### src/rtl/mem_bus_pkg.sv
// Shared definitions for the two-master data-RAM arbiter: master indices,
// lock FSM state encoding and the default byte-strobe width.
package mem_bus_pkg;

   localparam int M_CORE = 0;
   localparam int M_DBG  = 1;
   localparam int NUM_M  = 2;

   localparam int DEF_DW = 32;
   localparam int STRB_W = DEF_DW / 8;

   typedef enum logic {
      UNLOCKED = 1'b0,
      LOCKED   = 1'b1
   } lock_state_t;

endpackage

### src/rtl/rr_lock_ctrl.sv
// Round-robin arbitration with a bounded bus lock. Produces the one-hot (or
// empty) grant vector combinationally from the current requests; tracks the
// last granted master, the lock owner and the number of locked cycles.
module rr_lock_ctrl
   import mem_bus_pkg::*;
#(
   parameter int LOCK_MAX = 16
) (
   input  logic       clk,
   input  logic       rst,
   input  logic [1:0] req,
   input  logic [1:0] lock,
   output logic [1:0] gnt
);

   localparam int            CW      = $clog2(LOCK_MAX + 1);
   localparam logic [CW-1:0] CNT_MAX = CW'(LOCK_MAX);
   localparam logic [CW-1:0] CNT_ONE = CW'(1);

   lock_state_t   lock_state, lock_state_n;
   logic          lock_owner, lock_owner_n;
   logic [CW-1:0] lock_cnt,   lock_cnt_n;
   logic          last_gnt,   last_gnt_n;
   // Set by a forced release; blocks the evicted owner from re-locking on
   // its next grant while the other master is still waiting.
   logic          no_relock,  no_relock_n;

   logic          gnt_any;
   logic          gnt_idx;
   logic          gnt_lock;
   logic          other_req;
   logic          owner_lock;
   logic          deny_relock;

   assign gnt_any    = |gnt;
   assign gnt_idx    = gnt[M_DBG];
   assign gnt_lock   = gnt_idx ? lock[M_DBG] : lock[M_CORE];
   assign other_req  = gnt_idx ? req[M_CORE] : req[M_DBG];
   assign owner_lock = lock_owner ? lock[M_DBG] : lock[M_CORE];

   // Grant decision: owner-only while locked, otherwise round-robin on ties.
   always_comb begin
      gnt = 2'b00;
      if (!rst) begin
         if (lock_state == LOCKED) begin
            if (lock_owner) gnt[M_DBG]  = req[M_DBG];
            else            gnt[M_CORE] = req[M_CORE];
         end else if (req == 2'b11) begin
            if (last_gnt) gnt[M_CORE] = 1'b1;
            else          gnt[M_DBG]  = 1'b1;
         end else begin
            gnt = req;
         end
      end
   end

   // Next-state for the round-robin pointer and the lock FSM.
   always_comb begin
      lock_state_n = lock_state;
      lock_owner_n = lock_owner;
      lock_cnt_n   = lock_cnt;
      last_gnt_n   = last_gnt;
      no_relock_n  = no_relock;
      deny_relock  = no_relock && (gnt_idx == lock_owner) && other_req;
      case (lock_state)
         UNLOCKED: begin
            if (gnt_any) begin
               last_gnt_n = gnt_idx;
               if (gnt_idx == lock_owner) no_relock_n = 1'b0;
               if (gnt_lock && !deny_relock) begin
                  lock_state_n = LOCKED;
                  lock_owner_n = gnt_idx;
                  lock_cnt_n   = CNT_ONE;
                  no_relock_n  = 1'b0;
               end
            end
         end
         LOCKED: begin
            if (!owner_lock || (lock_cnt == CNT_MAX)) begin
               lock_state_n = UNLOCKED;
               lock_cnt_n   = '0;
               last_gnt_n   = lock_owner;
               no_relock_n  = (lock_cnt == CNT_MAX);
            end else begin
               lock_cnt_n = lock_cnt + CNT_ONE;
            end
         end
         default: begin
            lock_state_n = UNLOCKED;
            lock_cnt_n   = '0;
         end
      endcase
   end

   // Arbitration state register; master 1 counts as last winner after reset.
   always_ff @(posedge clk or posedge rst) begin
      if (rst) begin
         lock_state <= UNLOCKED;
         lock_owner <= 1'b0;
         lock_cnt   <= '0;
         last_gnt   <= 1'b1;
         no_relock  <= 1'b0;
      end else begin
         lock_state <= lock_state_n;
         lock_owner <= lock_owner_n;
         lock_cnt   <= lock_cnt_n;
         last_gnt   <= last_gnt_n;
         no_relock  <= no_relock_n;
      end
   end

endmodule

### src/rtl/mem_bus_arbiter.sv
// Two-master arbiter in front of the single-port data RAM. The granted
// master's request is muxed straight onto the slave port in the same cycle;
// read data returning one cycle later is steered to the master that issued it.
module mem_bus_arbiter
   import mem_bus_pkg::*;
#(
   parameter int AW       = 32,
   parameter int DW       = 32,
   parameter int LOCK_MAX = 16
) (
   input  logic            clk,
   input  logic            rst,

   input  logic            m0_req,
   input  logic            m0_we,
   input  logic [AW-1:0]   m0_addr,
   input  logic [DW-1:0]   m0_wdata,
   input  logic [DW/8-1:0] m0_wstrb,
   input  logic            m0_lock,
   output logic            m0_gnt,
   output logic            m0_rvalid,
   output logic [DW-1:0]   m0_rdata,

   input  logic            m1_req,
   input  logic            m1_we,
   input  logic [AW-1:0]   m1_addr,
   input  logic [DW-1:0]   m1_wdata,
   input  logic [DW/8-1:0] m1_wstrb,
   input  logic            m1_lock,
   output logic            m1_gnt,
   output logic            m1_rvalid,
   output logic [DW-1:0]   m1_rdata,

   output logic            s_en,
   output logic            s_we,
   output logic [AW-1:0]   s_addr,
   output logic [DW-1:0]   s_wdata,
   output logic [DW/8-1:0] s_wstrb,
   input  logic [DW-1:0]   s_rdata
);

   logic [NUM_M-1:0] gnt;
   logic             rd_owner_v;
   logic             rd_owner;

   rr_lock_ctrl #(
      .LOCK_MAX (LOCK_MAX)
   ) u_ctrl (
      .clk  (clk),
      .rst  (rst),
      .req  ({m1_req, m0_req}),
      .lock ({m1_lock, m0_lock}),
      .gnt  (gnt)
   );

   assign m0_gnt = gnt[M_CORE];
   assign m1_gnt = gnt[M_DBG];
   assign s_en   = |gnt;

   // Slave request mux; an idle bus drives all-zero controls and data.
   always_comb begin
      s_we    = 1'b0;
      s_addr  = '0;
      s_wdata = '0;
      s_wstrb = '0;
      if (gnt[M_DBG]) begin
         s_we    = m1_we;
         s_addr  = m1_addr;
         s_wdata = m1_wdata;
         s_wstrb = m1_wstrb;
      end else if (gnt[M_CORE]) begin
         s_we    = m0_we;
         s_addr  = m0_addr;
         s_wdata = m0_wdata;
         s_wstrb = m0_wstrb;
      end
   end

   // Remember who issued a granted read so next cycle's data goes back to it.
   always_ff @(posedge clk or posedge rst) begin
      if (rst) begin
         rd_owner_v <= 1'b0;
         rd_owner   <= 1'b0;
      end else begin
         rd_owner_v <= s_en & ~s_we;
         if (s_en & ~s_we) rd_owner <= gnt[M_DBG];
      end
   end

   assign m0_rvalid = rd_owner_v & ~rst & ~rd_owner;
   assign m1_rvalid = rd_owner_v & ~rst &  rd_owner;
   assign m0_rdata  = m0_rvalid ? s_rdata : '0;
   assign m1_rdata  = m1_rvalid ? s_rdata : '0;

endmodule

### config.mk
export PLATFORM = sky130hd
export DESIGN_NAME = mem_bus_arbiter
export DESIGN_NICKNAME = d
export VERILOG_FILES = /design/src/rtl/mem_bus_pkg.sv /design/src/rtl/rr_lock_ctrl.sv /design/src/rtl/mem_bus_arbiter.sv
export SDC_FILE = /design/constraint.sdc
export NUM_CORES = 1
export LEC_CHECK = 0
export ABC_AREA = 1
export BUFFER_PORTS_ARGS = -buffer_cell sky130_fd_sc_hd__buf_2
export CORE_AREA = 2 2 123 125
export DETAILED_ROUTE_END_ITERATION = 8
export DIE_AREA = 0 0 125 127
export SKIP_CTS_REPAIR_TIMING = 1
export SLEW_MARGIN = 10
export SYNTH_ARGS = -nofsm -noshare
export SYNTH_HDL_FRONTEND = slang
export SYNTH_HIERARCHICAL = 1
export SYNTH_SLANG_ARGS = --single-unit
### constraint.sdc
create_clock -name clk -period 1.6 [get_ports clk]
set_input_delay 0.16 -clock clk [delete_from_list [all_inputs] [get_ports clk]]
set_output_delay 0.16 -clock clk [all_outputs]
set_load 0.01 [all_outputs]
==> results of run 1 <==
## state kept, by name, indices dropped and copies added (netlist names)
register,flops
u_ctrl/no_relock,1
rd_owner_v,1
rd_owner,1
u_ctrl/last_gnt,1
u_ctrl/lock_state,1
u_ctrl/lock_cnt,5
u_ctrl/lock_owner,1
## routing by layer
layer | global-route usage | up-vias | wire length, um
li1 | - | 1982 | -
met2 | 0.234 | 219 | 5930
met3 | 0.0218 | 15 | 1030
met1 | 0.147 | 1699 | 4660
met5 | 0 | - | 0
met4 | 0.0301 | 0 | 171
## report_power, final
| group | total (mW) | switching [mW] | internal [mW] | leakage (nW) |
|---|---|---|---|---|
| clock network | 0.461 | 0.127 | 0.335 | 0.0382 |
| logic | 3.24 | 1.76 | 1.48 | 2.91 |
| registers | 0.478 | 0.0990 | 0.379 | 0.141 |
## synth_stat cells, types with 2 or more instances
cell type  instances
buf_2             19
dfrtp_1           10
nand3_2           12
inv_1             47
a21oi_1            5
xnor2_1            2
nand2_2            4
ha_1               2
o21ai_1            3
nand2_1          162
nor2_1            68
buf_4              2
buf_6              7
nand3_1           70
## cell families after synthesis
group | after synthesis
flip-flops | 11
AO/OA/AOI/OAI | 14
buffers and inverters | 79
adder cells (fa/ha/maj) | 2
AND/OR/NAND/NOR | 323
XOR/XNOR | 3
## worst max-delay path, cell delays in order (launching register included)
cell and delay [ns]:
dfstp_2 0.53, nand3_2 0.07, nand2_2 0.09, nand2_4 0.07
nand2_8 0.08, inv_8 0.05, buf_6 0.14, buf_4 0.16
nand2_1 0.08, nand2_2 0.05, buf_2 0.13
## cell type report
| cell class | count | share of cell area |
|---|---|---|
| Sequential cell | 11 | 0.0586 |
| Clock buffer | 4 | 0.0166 |
| Tap cell | 184 | 0.0486 |
| Timing Repair Buffer | 353 | 0.454 |
| Multi-Input combinational cell | 342 | 0.377 |
| Inverter | 49 | 0.0452 |
## through the flow
stage | util | power (mW) | hold slack (ns)
global placement | 0.298 | 3.35 | 0.117
finish | 0.328 | 4.18 | -0.0108
CTS | 0.303 | 3.84 | -0.127
global route | 0.328 | 4.53 | 0.0185
floorplan | - | 2.13 | -0.0536
detailed placement | 0.298 | 3.36 | 0.126
## worst min-delay path by stage
stage,from,endpoint,slack (ns),cells after the start
final,rst,u_ctrl/lock_cnt[0]$_DFFE_PP0P_,-0.01,3
after global routing,rst,u_ctrl/no_relock$_DFFE_PP0P_,0.02,3
after CTS,rst,rd_owner_v$_DFF_PP0_,-0.13,2
after detailed placement,rst,rd_owner_v$_DFF_PP0_,0.13,2
after global placement,rst,rd_owner_v$_DFF_PP0_,0.12,2
after floorplan,rst,rd_owner$_DFFE_PP0P_,-0.05,1
==> results.txt, run 1 <==
The HPWL after detailed placement is 9460 um. Setup violations remaining at the end of the flow were counted as 72. The tools report the worst hold slack across all endpoints as -0.0108 ns. Yosys mapped the design onto 33 distinct sky130hd cell types.

The sequential cell area is 278 sq um, and the total number of vias is 3915. The die extent in y came out at 127 um. Counting the buffers created by CTS gives 3. The wire length per cell after detailed routing is 12.5 um. The worst register-to-register path begins at u_ctrl/last_gnt$_DFFE_PP1P_. In the final layout, the multi-input gates occupy 1790 sq um. The number of max-capacitance violations reported was 0; the overflow left after global routing was 0. The setup slack of the critical path after layout came out at -0.254 ns. The final period demand of the worst path is 1.85 ns.

The later pin in the worst-skew pair is clocked with a latency of 0.24 ns. Setup repair after global routing could not meet its margin everywhere. The run gives 0 as the max-slew violation count.

The tools report the synthesized instance count as 432. The share of layout cells above drive strength 1 was 0.564. The tools report the final hold violation count as 8.

The top cell types in the final layout, fill and taps aside, are buf_2, nand2_1, nor2_1. The mean cell area of the mapped netlist works out to 5.27 sq um. In this run the tool buffered the top-level ports with 313 buffer cells. Summed over all cells, the static leakage comes to 3.09 nW.

Worst hold-check path type: input pin to asynchronous set/reset pin. The arithmetic-cell share of the synthesized area counting full adders, half adders and majority gates was 0.0110. The startpoint of the worst setup timing path was u_ctrl/last_gnt$_DFFE_PP1P_.

For the final cell count without fillers, the log shows 943. The post-detailed-route via-to-cell ratio was 4.15. Counting flops and latches in the post-synthesis netlist gives 11. The first-pass GRT wire length was 16600 um; the area share of the largest cell type after synthesis was 0.267. The first detailed-routing pass ran for 4 iterations. Internal reg-to-reg setup slack: 0.04 ns. Once placement completed, the tool counted placed cells totaling 931.

The library cell used most frequently in the layout, excluding fill and tap cells, is buf_2. Worst slew margin relative to its limit: 0.807. The floorplan step defined a die boundary enclosing 15900 sq um. For the largest buffer count on any clock path, the log shows 2. The die boundary width is 125 um, and the number of cell rows is 44.

The most common flop cell mapped by yosys is dfrtp_1. By area the synthesized netlist is led by nand2_1, nand3_1, nor2_1. Once layout is done, the placed cells without fillers occupy 4740 sq um. The flow ran to the end, but the final reports show violations.

The maximum net fanout on the critical path works out to 7. The number of nets in the final layout came out at 938. By area, the combinational part of the netlist is dominated by simple AND/OR/NAND/NOR gates.

The post-route clock period utilization came out at 1.16. The worst setup path is captured at an output port. Effective utilization at floorplan: 0.158. The final layout contains routed wiring with a total length of 11800 um. The clock tree skew after final layout was 0.00330 ns; the complex-gate fraction of the synthesized area was 0.0429. For the placer's final routability congestion estimate, the log shows 0.804. For this design, the sink count on the clock tree is 11. The sequential element share of the synthesized area was 0.121; the share of cell area taken by muxes after synthesis was 0.

VDD sags by at most 0.000488 V. Counting flops with a built-in enable in the synthesized netlist gives 0. The antenna diode count was 0; the DRC violation count after routing was 0.

In this run the worst setup path terminates at s_addr[13]. For the worst flop-to-flop path, the logic depth is 10. The total power per unit cell area was 883 nW/um^2; the data arrival time of the worst path was 1.69 ns. The fraction of synthesis flops using an asynchronous set or reset pin was 1.00. The tools report the net count after synthesis as 610.

The largest total area in the synthesized netlist belongs to nand2_1. The first routing iteration left 118 violations. The count of nets left with antenna violations once routing finished came out at 0. Fraction of synthesized cell area in xor and xnor cells: 0.0115. For the pin with the worst max-slew slack, the measured transition is 0.289 ns.

The synthesis-to-finish area growth is 108%, and the number of global-route vias before repair is 3511. TritonCTS built the clock tree. The area fraction in and, or, nand and nor cells after synthesis was 0.638; the count of synthesis-stage warnings from yosys was 6.

Global-route total usage across every layer: 0.124. During I/O placement, the number of pins put on the boundary was 314. The endpoint identified for the worst register-to-register timing path is rd_owner$_DFFE_PP0P_.

The worst setup path is launched from a register. After clock tree synthesis, the clock-pin slew on the worst setup and hold paths is 0.04 ns. The cell area after synthesis was 2280 sq um; the setup TNS was -15.11 ns. The fmax came out at 539 MHz.

The deepest level of the CTS H-tree is 1. In this run the clock root is driven by a clkbuf_16. The maximum number of pins on one net before global-route repair is 34. The checks that failed: negative hold slack, negative setup slack. For the required arrival time at the worst endpoint, the log shows 1.44 ns. The initial antenna violation count came out at 0. Once placement finished, the instance area stood at 4290 sq um. Timing analysis after detailed placement gives a worst setup slack of -0.118 ns. The critical path is of the register to output port type. The core footprint was 14400 sq um. Counting the fill cells in the layout gives 1584.
(Power assumes the default switching activity.)
==> run 2: changes to the inputs <==
--- a/config.mk
+++ b/config.mk
@@ -7,9 +7,10 @@
 export LEC_CHECK = 0
 export ABC_AREA = 1
 export BUFFER_PORTS_ARGS = -buffer_cell sky130_fd_sc_hd__buf_2
-export CORE_AREA = 2 2 123 125
+export CORE_AREA = 2 2 120 122
 export DETAILED_ROUTE_END_ITERATION = 8
-export DIE_AREA = 0 0 125 127
+export DIE_AREA = 0 0 122 124
+export PLACE_DENSITY = 0.48
 export SKIP_CTS_REPAIR_TIMING = 1
 export SLEW_MARGIN = 10
 export SYNTH_ARGS = -nofsm -noshare
==> constraint.sdc (replaced) <==
create_clock -name clk -period 2.2 [get_ports clk]
set_input_delay 0.22 -clock clk [delete_from_list [all_inputs] [get_ports clk]]
set_output_delay 0.22 -clock clk [all_outputs]
set_load 0.01 [all_outputs]
==> run 2 against run 1 <==
Effect of this change: the run now ends clean; die area fell by 4.7%; hold slack improved by 0.064 ns; sequential power fell by 24%; first-iteration DRC count rose by 30%; critical path type unchanged; critical endpoint is now s_addr[30].
==> results.txt, run 2 (same netlist as run 1, synthesis figures left out) <==
Maximum net fanout on the critical path: 71. The top cell types in the final layout, fill and taps aside, are buf_2, nand2_1, nand3_1. In this run the horizontal extent of the chip is 122 um. The run gives 13700 sq um as the core footprint.

The overflow left after global routing was 0. For the worst-skew pair, the clock arrives at the later sink with an insertion delay of 0.24 ns. For the initial antenna violation count, the log shows 3.

In the final routed layout, each cell accounts on average for 12.9 um. Using the TritonRoute via totals, the vias-per-cell ratio works out to 4.03. Across the VDD grid, the largest voltage drop is 0.000255 V. The flow ran to the end, and the final reports show no timing, DRC or antenna violations.

For the total half-perimeter wirelength after legalization and detailed placement, the log shows 9580 um. The worst hold-check path type was input pin to asynchronous set/reset pin. Data arrives at the worst endpoint at 1.85 ns. The library cell used most frequently in the layout, excluding fill and tap cells, is buf_2. By startpoint and endpoint, the worst setup path is classified as register to output port. In this run, placement finished with an instance count of 904. Setup violations remaining at the end of the flow were counted as 0. The global-route total usage across every layer is 0.134. In this run the clock root is driven by a clkbuf_16. The total power per unit cell area was 620 nW/um^2; the overall routed net length was 11800 um.

The first global-routing pass estimated 16200 um of wire. The effective utilization at floorplan was 0.166; the number of cell rows was 43. Adding up every negative setup slack in the final design gives 0 ns.

u_ctrl/lock_cnt holds more flip-flops than any other register. The filler cells instantiated in the layout total 1573. The tool flagged a number of max-cap violations equal to 0. Setup repair after global routing left no endpoint under its margin. STA puts the critical path data required time at 1.98 ns. In this run the remaining antenna-violating nets after routing total 0. The share of layout cells above drive strength 1 came out at 0.490. The clock period could shrink to 2.07 ns.

The worst slew margin relative to its limit was 0.721. The register with the most flip-flops in the layout has 5 of them. Die extent in y: 124 um. Pin placement for this block handled 314 I/O pins.

Clock-pin slew was measured on the worst setup and hold paths at 0.04 ns. Counting along the longest clock path gives a buffer depth of 2. The analysis attributes to cell leakage a power of 2.83 nW. Buffers inserted during clock tree synthesis total 3. Summing all flip-flop and latch instances after layout gives 278 sq um. The max-slew violation count was 0. Total number of vias: 3675. Entering global routing, the biggest net connects 72 pins. The transition time of the tightest slew-check pin was 0.419 ns. The number of nets in the final layout is 909, and the count of port buffers added during placement is 313. The number of global-route vias before repair came out at 3276. The tools report the final hold violation count as 0. STA classifies the critical path startpoint as a register. The die covers 15100 sq um. Summing all multi-input logic gate instances after layout gives 1610 sq um.

Timing would allow up to 483 MHz. The capturing element type of the critical path was an output port. The pre-antenna-repair detailed-routing pass consisted of 5 iterations. TritonCTS built the clock tree.

The DRC violation count after routing came out at 0. The post-route clock period utilization works out to 0.941. Across the routed clock network, the largest skew measured is 0.00283 ns. The area growth from synthesis to layout is 79.8%.

Once layout is complete, the cells apart from fillers number 913. The run gives 11 as the clock sink total. The deepest level of the CTS H-tree is 1. The first routing iteration left 153 violations. The tools report the placer's final routability congestion estimate as 0.782.
==> run 2: worst paths after layout <==
path                                              start                      endpoint  slack, ns  cells past startpoint
setup reg to reg            u_ctrl/last_gnt$_DFFE_PP1P_          rd_owner$_DFFE_PP0P_       0.50                     11
max in group asynchronous                           rst          rd_owner$_DFFE_PP0P_       1.51                      3
min in group clk                                  m1_we          rd_owner$_DFFE_PP0P_       0.31                      4
hold reg to reg            u_ctrl/no_relock$_DFFE_PP0P_  u_ctrl/no_relock$_DFFE_PP0P_       0.47                      2
setup / recovery            u_ctrl/lock_state$_DFF_PP0_                    s_addr[30]       0.13                      9
hold / removal                                      rst  u_ctrl/no_relock$_DFFE_PP0P_       0.05                      3
==> run 2: area by class of cell <==
cell class,count,area share
Antenna cell,3,0.00183
Clock buffer,4,0.0193
Timing Repair Buffer,324,0.417
Inverter,49,0.0468
Multi-Input combinational cell,342,0.392
Tap cell,180,0.0550
Sequential cell,11,0.0679
==> run 2: worst max-delay path, stage by stage (launching register included) <==
cell and delay [ns]:
dfrtp_2 0.47, clkinv_4 0.11, nand2_2 0.07, nand2_4 0.09, nand2_8 0.08, inv_2 0.11, buf_12 0.28, nand2_1 0.11
nand2_2 0.10, buf_2 0.13
==> run 2: per-stage QoR <==
step	util	instance area [sq um]	hold WS (ns)	power [mW]	setup WS, ns
5_1_grt	0.298	4090	0.0710	2.79	0.00526
3_3_place_gp	0.289	3970	0.189	2.22	0.295
3_5_place_dp	0.289	3970	0.193	2.20	0.292
4_1_cts	0.295	4040	-0.0620	2.55	0.0311
2_1_floorplan	-	2280	0.00642	1.50	0.406
6_report	0.298	4090	0.0535	2.54	0.131
==> run 2: routing by layer <==
| layer | wire, um | track usage | vias to the layer above |
|---|---|---|---|
| met1 | 4630 | 0.157 | 1536 |
| met5 | 0 | 0 | - |
| met2 | 6070 | 0.258 | 211 |
| met3 | 1030 | 0.0238 | 2 |
| met4 | 34 | 0.0194 | 0 |
| li1 | - | - | 1926 |
==> run 2: report_power, final <==
group | internal, mW | total, mW | switching (mW) | leakage (nW)
Clock | 0.243 | 0.333 | 0.0893 | 0.0382
Sequential | 0.276 | 0.365 | 0.0888 | 0.141
Combinational | 0.740 | 1.84 | 1.10 | 2.65
==> run 3: changes to the inputs <==
--- a/config.mk
+++ b/config.mk
@@ -6,11 +6,11 @@
 export NUM_CORES = 1
 export LEC_CHECK = 0
 export ABC_AREA = 1
-export BUFFER_PORTS_ARGS = -buffer_cell sky130_fd_sc_hd__buf_2
 export CORE_AREA = 2 2 120 122
 export DETAILED_ROUTE_END_ITERATION = 8
 export DIE_AREA = 0 0 122 124
-export PLACE_DENSITY = 0.48
+export DONT_BUFFER_PORTS = 1
+export PLACE_DENSITY = 0.3
 export SKIP_CTS_REPAIR_TIMING = 1
 export SLEW_MARGIN = 10
 export SYNTH_ARGS = -nofsm -noshare
==> run 3 against run 2 <==
Effect of this change: sequential share of layout area is 4.4 points higher; die area stayed put; via count is 28% lower; final area is 39% lower; clock power hardly changed; global-route usage is 3.3 points lower; setup slack worse by 0.0083 ns; combinational power is 29% lower; final cell count is 35% lower; critical path depth is 1 lower.
==> results.txt, run 3 (same netlist as run 1, synthesis figures left out) <==
On the critical path the largest part of the delay comes from simple AND/OR/NAND/NOR gates. The tools report the leakage power summed over all cells as 1.40 nW. The worst hold slack across all endpoints is 0.236 ns, and the antenna diode count is 0. The largest register by flop count is u_ctrl/lock_cnt. The logs give 1 for the deepest level of the CTS H-tree and 0.721 for the placer's final routability congestion estimate. The core footprint is 13700 sq um, and the initial detailed-routing violation count is 124. The clock transition at the register clock pins on the worst setup and hold paths after CTS came out at 0.04 ns. The length in cells of the worst reg-to-reg path is 10. The logs give 11800 um for the first-pass GRT wire length and 0 for the DRC violation count after routing. The clock group share of total power was 0.167. The critical path launch point type is a register. The logs give 0.877 mW for the internal cell power and 0.651 for the proportion of power drawn by combinational gates. The cell area after placement came out at 2360 sq um.

The global-route total usage across every layer is 0.101, and the max-slew violation count is 0. The number of flip-flops under the largest register name is 5, and the met2 layer usage reported by global route is 0.184. The final route contains 2663 vias. For the pin with the worst max-slew slack, the measured transition is 0.600 ns. STA puts the critical path data required time at 1.98 ns. After detailed routing, the total wire length is 9390 um.

The run finished with clean final reports. The total power draw came out at 2.01 mW. From left edge to right edge, the die measures 122 um. Die extent in y: 124 um. The master cell of the clock root buffer is clkbuf_16. The post-route clock period utilization is 0.944. Across the run, the number of max-cap violations was 0.

The share of total power consumed by net switching came out at 0.563. The detail route stage leaves a number of antenna-violating nets equal to 0. The number of cells on the worst hold path works out to 3. Dividing the detail-routed wire length by the instance count gives 15.8 um.

The count of buffers added on input and output ports is 0. TritonCTS built the clock tree. Once routing completed, OpenROAD measured the worst setup slack at 0.123 ns.

Once detailed placement completed, the half-perimeter wirelength came to 7940 um. From synthesis to final layout, the design area changed by 9.35%. The met1 track utilization from global routing came out at 0.123. The finished cells cover 2490 sq um. The slowest stage of the critical path is the dfrtp_2 cell.

The initial antenna violation count was 0. The min-delay analysis places its worst path in the category input pin to register. TritonCTS created 3 clock buffers. VDD sags by at most 0.000207 V. The analysis attributes to net switching a power of 1.13 mW.

Capturing element type of the critical path: an output port. The pre-antenna-repair detailed-routing pass consisted of 4 iterations. For this run, the post-layout net count is 594. The layer flagged by global routing as most heavily used is met2. Met3 track demand over resource: 0.0101.

The final period demand of the worst path works out to 2.08 ns. The delay of the slowest critical-path stage works out to 0.48 ns. The run gives 2 as the largest buffer count on any clock path.

The die covers 15100 sq um. The sequential share of power is 0.182, and the total power per unit cell area is 806 nW/um^2. Walking the worst path, the cells encountered are inv_6 > nand2_2 > nand2_4 > nand2_8 > inv_2 > clkinv_8 > nand3_1 > nand2_1.

The fmax is 481 MHz, and the final hold violation count is 0. Entering global routing, the biggest net connects 71 pins. At the placement stage, the worst setup path has a slack of 0.0755 ns.

The worst slew margin relative to its limit was 0.600; the clock sink total was 11. The library cells used most frequently in the layout, excluding fill and tap cells, are nand2_1, nand3_1, nor2_1. Summed over all layers, the global routing overflow is 0. For the worst-skew pair, the clock arrives at the later sink with an insertion delay of 0.24 ns.

The tools report the number of cell rows as 43. The effective utilization at floorplan is 0.166. Along the worst path, the maximum fanout reaches 70.

The share of layout cells above drive strength 1 is 0.0988. Number of global-route vias before repair: 2168. Adding up every negative setup slack in the final design gives 0 ns. Between clock sinks in the finished design, the worst skew comes to 0.00202 ns.

Setup violations remaining at the end of the flow were counted as 0. For the data arrival time of the worst path, the log shows 1.86 ns. The leading cell type in the layout, fill and taps excluded is nand2_1.

The type of the setup path with the least slack was register to output port. In the routed layout, each cell is associated on average with a via count of 4.48. The critical path crosses 8 cells after its start point. Setup repair after global routing left no endpoint under its margin. 314 I/O pins were placed.

The buffers plus inverters on the worst setup path works out to 3.
[run 3: cell count changes in the layout (fill, tap and decap cells not counted), sizes merged]
cell / previous run / this run
clkinv: 1 / 2
dlygate4sd3: 1 / 2
clkbuf: 5 / 3
diode: 3 / 0
buf: 322 / 7
[run 3: cell type report]
class                   count  area (sq um)
inverters                  49           204
multi-input cells         342          1600
clock inverters             1          5.00
fillers                  1574         11200
well taps                 180           225
flip-flops and latches     11           278
clock buffers               3          75.1
repair buffers              9           101
[run 3: path summary, 6_finish.rpt]
check,startpoint,to,slack (ns)
min reg2reg,u_ctrl/no_relock$_DFFE_PP0P_,u_ctrl/no_relock$_DFFE_PP0P_,0.47
max reg2reg,u_ctrl/lock_state$_DFF_PP0_,rd_owner$_DFFE_PP0P_,0.38
max,u_ctrl/lock_state$_DFF_PP0_,s_we,0.12
min,rst,u_ctrl/lock_owner$_DFFE_PP0P_,0.24
min in group asynchronous,rst,rd_owner_v$_DFF_PP0_,0.37
max in group asynchronous,rst,u_ctrl/last_gnt$_DFFE_PP1P_,1.51
[run 3: power by group through the flow]
stage,Sequential [mW],Clock [mW],Combinational (mW)
6_report,0.365,0.336,1.31
5_1_grt,0.374,0.354,1.47
4_1_cts,0.362,0.345,1.30
3_5_place_dp,0.364,0,1.29
3_3_place_gp,0.369,0,1.30
2_1_floorplan,0.331,0,1.17
[run 3: worst register-to-register path: cells and delay by family, from the launching register on]
family                 cells  cell delay [ns]
buffers and inverters      3             0.51
flip-flops                 1             0.48
AND/OR/NAND/NOR            7             0.72
[run 3: per-stage QoR]
stage,util,instances
2_1_floorplan,-,432
3_3_place_gp,0.172,589
3_5_place_dp,0.172,589
4_1_cts,0.178,593
5_1_grt,0.181,595
6_report,0.181,595
[run 3: per-layer routing]
metal	vias to the layer above	part of all wire
met4	0	0.017
met3	8	0.069
met2	176	0.52
li1	1293	-
met5	-	0
met1	1186	0.40
